<file path="config.mk">
export PLATFORM = sky130hd
export DESIGN_NAME = eth_tx_axis_fifo
export DESIGN_NICKNAME = d
export VERILOG_FILES = /design/src/rtl/eth_tx_axis_fifo.sv
export SDC_FILE = /design/constraint.sdc
export NUM_CORES = 2
export LEC_CHECK = 0
export CORE_ASPECT_RATIO = 0.6
export CORE_MARGIN = 1
export CORE_UTILIZATION = 35
export CTS_CLUSTER_SIZE = 12
export DETAILED_ROUTE_END_ITERATION = 12
export SLEW_MARGIN = 25
export SYNTH_ARGS = -nofsm -noshare
export SYNTH_HDL_FRONTEND = slang
export SYNTH_MEMORY_MAX_BITS = 65536
export SYNTH_SLANG_ARGS = --single-unit
export TNS_END_PERCENT = 30
</file>
<file path="constraint.sdc">
create_clock -name i_clk -period 12.2 [get_ports i_clk]
set_input_delay 1.22 -clock i_clk [delete_from_list [all_inputs] [get_ports i_clk]]
set_output_delay 1.22 -clock i_clk [all_outputs]
set_load 0.01 [all_outputs]
</file>
<file path="src/rtl/eth_tx_axis_fifo.sv">
// eth_tx_axis_fifo
// Beat FIFO between an AXI-Stream source and the MAC TX input.
// Storage is a DEPTH-entry array. A registered first-word-fall-through
// output stage mirrors the head entry. The head keeps its array slot until
// it is read, so o_count counts the output register as one of the entries.
//
// Optional feature: define ETH_TX_STORE_FWD_EN for store-and-forward release.
// A frame is held back until its tlast beat is stored. If a single frame
// fills the whole FIFO without a tlast, that frame is released in
// cut-through mode and o_oversize pulses once.
//
// Handshake rule, both ports: a beat moves on a rising clock edge where
// valid and ready are both high. Valid is never withdrawn and the payload
// never changes until that edge.
module eth_tx_axis_fifo #(
    parameter int N_SYMBOLS = 8,
    parameter int W_SYMBOL  = 8,
    parameter int DEPTH     = 64
) (
    input  logic                                i_clk,
    input  logic                                i_reset_n,
    input  logic                                s_tvalid,
    output logic                                s_tready,
    input  logic [N_SYMBOLS*W_SYMBOL-1:0]       s_tdata,
    input  logic [N_SYMBOLS-1:0]                s_tkeep,
    input  logic                                s_tlast,
    output logic                                m_tvalid,
    input  logic                                m_tready,
    output logic [N_SYMBOLS*W_SYMBOL-1:0]       m_tdata,
    output logic [N_SYMBOLS-1:0]                m_tkeep,
    output logic                                m_tlast,
    output logic [$clog2(DEPTH+1)-1:0]          o_count,
    output logic                                o_oversize
);

    localparam int AW = $clog2(DEPTH);
    localparam int CW = $clog2(DEPTH+1);
    localparam int DW = N_SYMBOLS * W_SYMBOL;
    localparam int EW = DW + N_SYMBOLS + 1;
    localparam logic [CW-1:0] DEPTH_C = CW'(DEPTH);

    // Each entry is stored as {tlast, tkeep, tdata}.
    logic [EW-1:0] mem [DEPTH];

    logic [AW-1:0] wr_ptr;
    logic [AW-1:0] rd_ptr;
    logic [AW-1:0] rd_ptr_next;
    logic [CW-1:0] count_after_rd;
    logic [CW-1:0] count_next;
    logic [EW-1:0] head_next;
    logic          wr_en;
    logic          rd_en;
    logic          gate_next;

    // Handshakes, next occupancy and the next head beat.
    always_comb begin
        wr_en          = s_tvalid && s_tready;
        rd_en          = m_tvalid && m_tready;
        rd_ptr_next    = rd_ptr + {{(AW-1){1'b0}}, rd_en};
        count_after_rd = o_count - {{(CW-1){1'b0}}, rd_en};
        count_next     = count_after_rd + {{(CW-1){1'b0}}, wr_en};
        // When nothing else remains after this cycle's read, the beat
        // written now becomes the head. It is bypassed straight into the
        // output register, which gives one-cycle latency into an empty FIFO.
        if (count_after_rd == '0) begin
            head_next = {s_tlast, s_tkeep, s_tdata};
        end else begin
            head_next = mem[rd_ptr_next];
        end
    end

`ifdef ETH_TX_STORE_FWD_EN
    logic [CW-1:0] frame_cnt;
    logic [CW-1:0] frame_cnt_next;
    logic          cut_mode;
    logic          cut_hold;
    logic          cut_next;
    logic          enter_cut;
    logic          wr_last;
    logic          rd_last;

    // Complete-frame count and the oversize (forced cut-through) decision.
    always_comb begin
        wr_last        = wr_en && s_tlast;
        rd_last        = rd_en && m_tlast;
        frame_cnt_next = frame_cnt + {{(CW-1){1'b0}}, wr_last}
                                   - {{(CW-1){1'b0}}, rd_last};
        // Cut-through for an oversize frame ends once that frame's tlast leaves.
        cut_hold       = cut_mode && !rd_last;
        // Cut-through starts when the array is full but holds no complete
        // frame. Without it the source and the MAC would wait on each other
        // forever.
        enter_cut      = !cut_hold && (count_next == DEPTH_C) && (frame_cnt_next == '0);
        cut_next       = cut_hold || enter_cut;
        gate_next      = (frame_cnt_next != '0) || cut_next;
    end

    // Frame counter, cut-through flag and the oversize pulse.
    always_ff @(posedge i_clk or negedge i_reset_n) begin
        if (!i_reset_n) begin
            frame_cnt  <= '0;
            cut_mode   <= 1'b0;
            o_oversize <= 1'b0;
        end else begin
            frame_cnt  <= frame_cnt_next;
            cut_mode   <= cut_next;
            o_oversize <= enter_cut;
        end
    end
`else
    // Cut-through only: the head is released as soon as it is stored.
    always_comb begin
        gate_next = 1'b1;
    end

    assign o_oversize = 1'b0;
`endif

    // Pointers, occupancy, registered ready and the FWFT output stage.
    always_ff @(posedge i_clk or negedge i_reset_n) begin
        if (!i_reset_n) begin
            wr_ptr   <= '0;
            rd_ptr   <= '0;
            o_count  <= '0;
            s_tready <= 1'b0;
            m_tvalid <= 1'b0;
            m_tlast  <= 1'b0;
            m_tkeep  <= '0;
            m_tdata  <= '0;
        end else begin
            wr_ptr   <= wr_ptr + {{(AW-1){1'b0}}, wr_en};
            rd_ptr   <= rd_ptr_next;
            o_count  <= count_next;
            // Ready uses the post-update count, so a full FIFO refuses a
            // write even in a cycle where a read frees a slot.
            s_tready <= (count_next < DEPTH_C);
            m_tvalid <= (count_next != '0) && gate_next;
            // While the head is not read, this reloads the same entry,
            // so the outputs stay stable during back-pressure.
            if (count_next != '0) begin
                {m_tlast, m_tkeep, m_tdata} <= head_next;
            end
        end
    end

    // Array write port; a held-in-reset FIFO never asserts s_tready.
    always_ff @(posedge i_clk) begin
        if (wr_en) begin
            mem[wr_ptr] <= {s_tlast, s_tkeep, s_tdata};
        end
    end

endmodule

</file>
# Word-level counts from Yosys, hierarchy flattened
# Memories as Yosys holds them, arrays and structs flattened.
# Cells that the tools add are included.
[word_totals]
register_bits = 94
mem_count = 1
wordCells = 21
ram_bits = 4672
[memory_table]
columns = ["memory", "depth", "word_bits", "read_ports", "rd_ports_with_merged_regs", "wr", "line_no", "text"]
rows = [
  ["mem", 64, 73, 1, 0, 1, "43", "logic [EW-1:0] mem [DEPTH];"],
]
[op_classes]
reduce_logical = 4
addsub = 4
muxes = 3
n_lt_le_gt_ge = 1
[ops]
columns = ["cell", "n"]
rows = [
  ["$mux W73", 1],
  ["$add A6 B1 Y6", 2],
  ["$add A7 B1 Y7", 1],
  ["$logic_not A7 Y1", 1],
  ["$lt A7 B7 Y1 const B", 1],
  ["$reduce_bool A7 Y1", 1],
  ["$sub A7 B1 Y7", 1],
  ["$logic_and A1 B1 Y1", 2],
  ["$mux W1", 2],
]

# Depth between registers and ports, before layout
[depth]
depth_word = 4
ltp_mapped = 13
depth_no_buf = 10

# Worst setup path before layout
# OpenSTA, ideal clock, no wires.
[synth_path]
path_kind = "input to register"
startpoint = "input port s_tvalid"
endpoint = "memory mem[61][0] in the netlist's numbering (enable)"
setup_ns = 0.505
setup_slack_ns = 6.765
path_buffers = 0
required_ns = 11.695
path_stages = 4
arrival_ns = 4.930
cell_sequence = "and2_1 > nor2b_1 > nand3_1 > nor2_1"
[synth_between]
elab_chain_cells = 3
[synth_rtl]
columns = ["element", "line_no", "text"]
rows = [
  ["start, declared", "22", "input logic s_tvalid,"],
  ["$logic_and A1 B1 Y1", "57", "wr_en = s_tvalid && s_tready;"],
  ["$mux W1", "148", "if (wr_en) begin"],
  ["$mux W1 (not written as such)", "149", "mem[wr_ptr] <= {s_tlast, s_tkeep, s_tdata};"],
  ["end, declared", "43", ""],
]
# Every way passes these cells.

# Final worst setup path
[layout_path]
startpoint = "input port m_tready"
endpoint = "register m_tdata[33]"
[layout_between]
elab_chain_cells = 4
word_cells_on_any_way = 8
classes_between = "add/sub: 3; mux: 1; reduce/logical: 3; memory: 1"
[layout_rtl]
columns = ["element", "line_no", "text"]
rows = [
  ["start, declared", "28", "input logic m_tready,"],
  ["$logic_and A1 B1 Y1 (*)", "58", "rd_en = m_tvalid && m_tready;"],
  ["$add A6 B1 Y6 or $sub A7 B1 Y7 (tied branches)", "59, 60", ""],
  ["$mem_v2 Z64 W73, or another cell as far along", "n/a", ""],
  ["$mux W73 or $reduce_bool A7 Y1 (tied branches)", "65, 140", ""],
  ["end signal, assigned", "141", "{m_tlast, m_tkeep, m_tdata} <= head_next;"],
  ["end, declared", "29", "output logic [N_SYMBOLS*W_SYMBOL-1:0] m_tdata,"],
]
# Every way passes the cells marked *; elsewhere a longest branch is shown, timed or not.
# A chain may end at the register's enable or synchronous reset.

==> flow_summary.json <==
{
  "tightest_slew_ns": 1.20,
  "slowest_delay_ns": 0.96,
  "final_common_cell": "edfxtp_1",
  "num_io_pins": 160,
  "clkLatencyLatePin_ns": 0.96,
  "finalWorstSetupSlack_ns": 5.77,
  "clock-root-buffer": "clkbuf_16",
  "synth.cell_area_sq_um": 182000,
  "dp_slack_ns": 5.02,
  "grt_first_pass_wirelength_mm": 746,
  "ys.warnings.count": 0,
  "async_flop_share": 0.0197,
  "cp.arrival_ns": 7.22,
  "finalMaxSlewViolations": 0,
  "core_sq_um": 516000,
  "grt-ovfl-total": 0,
  "reg2reg_depth": 13,
  "post-route-period-util": 0.527,
  "synth_seq_cells": 4766,
  "nNetsFinal": 8330,
  "cts_hold_buf": 0,
  "start_util": 0.352,
  "num_vias": 90900,
  "rr_endpoint": "m_tdata[33]$_DFFE_PN0P_",
  "period_needed_ns": 6.43,
  "grt_max_degree": 151,
  "dp_hpwl_mm": 283,
  "cp_cell_sequence": "clkdlybuf4s50_1 -> and2_1 -> ha_1 -> or3b_2 -> o22ai_1 -> a2111oi_1 -> o21ai_4 -> buf_4 -> buf_4 -> a211o_4 -> buf_6 -> buf_16 -> buf_16 -> a31oi_1",
  "setup_viol": 0,
  "antenna_found_initial": 40,
  "critical_path_class": "in2reg",
  "post_cts_resize_count": 0,
  "end_kind": "flip-flop",
  "postCtsSetupBuffers": 0,
  "first_global_vias": 89700,
  "cp_num_cells": 14,
  "path_buf_inv": 6,
  "area_delta_synth_final_pct": 13.3,
  "die_h_um": 560,
  "clk_path_buf_depth": 4,
  "crit_required_ns": 12.99,
  "status": "complete, no violations",
  "synth-main-ff-cell": "edfxtp_1",
  "skew_ns": 0.0445,
  "drc_errors": 0,
  "first_iter_violations": 13200,
  "dieArea_sq_um": 522000,
  "portBuffers": 158,
  "crit_end": "m_tdata[33]$_DFFE_PN0P_",
  "netlist_instances": 7794,
  "place_inst": 14700,
  "cts_buffers": 444,
  "clock_sinks": 4766,
  "grtUsageTotal": 0.204,
  "critical_path.startpoint_type": "input port",
  "r2r_slack_ns": 6.11,
  "filler_cell_count": 44800,
  "utilization": 0.399,
  "cp_max_fo": 39,
  "cts_tree": "built",
  "ir_worst_vdd_mv": 0.335,
  "synth_cell_types": 50,
  "reg2reg_from": "m_tvalid$_DFF_PN0_",
  "wl_per_cell_um": 35.2,
  "clk_pin_slew_ns": 0.07,
  "htreeDepth": 5,
  "drive_gt1_frac": 0.265,
  "synth_edf_count": 4672,
  "setup-tns-final_ns": 0,
  "totalWireLength_mm": 545,
  "final_cells": 15500,
  "rsz0062_at_grt": "false",
  "hold_class": "in2async",
  "holdWs_ns": 0.211,
  "die_width_um": 932,
  "vias_per_cell": 5.87,
  "slowest_stage": "buf_4",
  "fmax_ghz": 0.156,
  "rows": 204,
  "drv_cap": 0,
  "leakagePower_nw": 62.8,
  "cp_top_family": "buffers and inverters",
  "drtPass1Iterations": 5,
  "gp_congestion": 0.772,
  "yosysSeqAreaShare": 0.785,
  "slew_headroom": 0.201,
  "crit_start": "m_tready",
  "power_density_nw_per_um2": 242,
  "finalHoldViolations": 0,
  "mostFrequentLayoutCells": "edfxtp_1, mux4_2, clkbuf_16",
  "antenna_left": 0,
  "syn_nets": 7879,
  "syn_area_per_cell_sq_um": 23.3
}
## per-stage QoR
stage	total power, mW	area [sq um]
after global placement	37.1	193000
after floorplan	30.9	182000
after global routing	51.5	206000
after CTS	49.9	205000
after detailed placement	37.2	193000
final	49.7	206000
## worst reg2reg max path, stage by stage (launching register included)
cell       delay, ns
dfrtp_1         0.43
and2_1          0.28
ha_1            0.26
or3b_2          0.46
o22ai_1         0.30
a2111oi_1       0.21
o21ai_4         0.18
buf_4           0.71
buf_4           1.19
a211o_4         0.73
buf_6           0.41
buf_16          0.24
buf_16          0.30
a31oi_1         0.26
## where the power goes
group / switching [mW] / leakage, nW / internal [mW] / total, mW
Sequential: 0.441 / 43.1 / 18.5 / 19.0
Clock: 5.91 / 6.03 / 6.88 / 12.8
Combinational: 10.2 / 13.6 / 7.75 / 18.0
Total: 16.6 / 62.8 / 33.2 / 49.7
## per-layer routing
metal,vias to the layer above,part of all wire,GRT usage
li1,34300,-,-
met4,8,0.029,0.0553
met2,5836,0.44,0.296
met5,-,0.000083,0
met3,865,0.12,0.0570
met1,49800,0.41,0.303
## synth_stat cells, types with 5 or more instances
cell type / count / area, sq um
buf_4: 8 / 60.1
and3_1: 71 / 444
clkbuf_1: 257 / 965
nor2b_1: 6 / 37.5
a222oi_1: 5 / 50.1
buf_2: 158 / 791
mux4_2: 1312 / 29500
and2_1: 5 / 31.3
a2111oi_0: 73 / 639
buf_1: 35 / 131
buf_6: 8 / 90.1
nand3_1: 142 / 711
xor2_1: 6 / 52.6
nor2_1: 70 / 263
ha_1: 8 / 100
edfxtp_1: 4672 / 140000
a32oi_1: 68 / 596
inv_1: 5 / 18.8
nand2_1: 430 / 1610
xnor2_1: 9 / 78.8
dfrtp_1: 94 / 2350
mux2i_1: 91 / 911
a31oi_1: 80 / 500
a22oi_1: 11 / 82.6
a221oi_1: 66 / 578
nand4_1: 68 / 425
## area by class of cell
type,count,area [sq um],share of cell area
Clock buffer,745,12400,0.0605
Sequential cell,4766,143000,0.693
Timing Repair Buffer,471,4160,0.0202
Tap cell,6901,8630,0.0420
Clock inverter,19,179,0.000870
Inverter,6,30.0,0.000146
Multi-Input combinational cell,2556,37600,0.183
Antenna cell,18,45.0,0.000219
## flip-flops by register name, summed over array words and instances, names as in the netlist
signal / cells
m_tvalid: 1
mem: 4672
m_tkeep: 8
wr_ptr: 6
o_count: 7
s_tready: 1
m_tlast: 1
rd_ptr: 6
m_tdata: 64
## logic make-up (layout without fill, tap and decap cells)
group | Yosys count | after routing | share of synthesized area
muxes | 1403 | 1403 | 0.168
AOI/OAI and AO/OA | 319 | 319 | 0.0141
adders and majority gates | 8 | 8 | 0.000551
xor gates and xnor gates | 16 | 16 | 0.000854
buffers and inverters | 472 | 1241 | 0.0113
and+or+nand+nor | 809 | 809 | 0.0201
other | 1 | 19 | 0.0000206
DFF | 4766 | 4766 | 0.785
## worst min-delay path by stage
| stage | end |
|---|---|
| 2_1_floorplan | rd_ptr[0]$_DFF_PN0_ |
| 3_3_place_gp | m_tdata[51]$_DFFE_PN0P_ |
| 4_1_cts | o_count[3]$_DFF_PN0_ |
| 6_report | o_count[3]$_DFF_PN0_ |
| 3_5_place_dp | m_tdata[8]$_DFFE_PN0P_ |
| 5_1_grt | o_count[3]$_DFF_PN0_ |
Note: power is estimated with default switching activity, not from simulation.
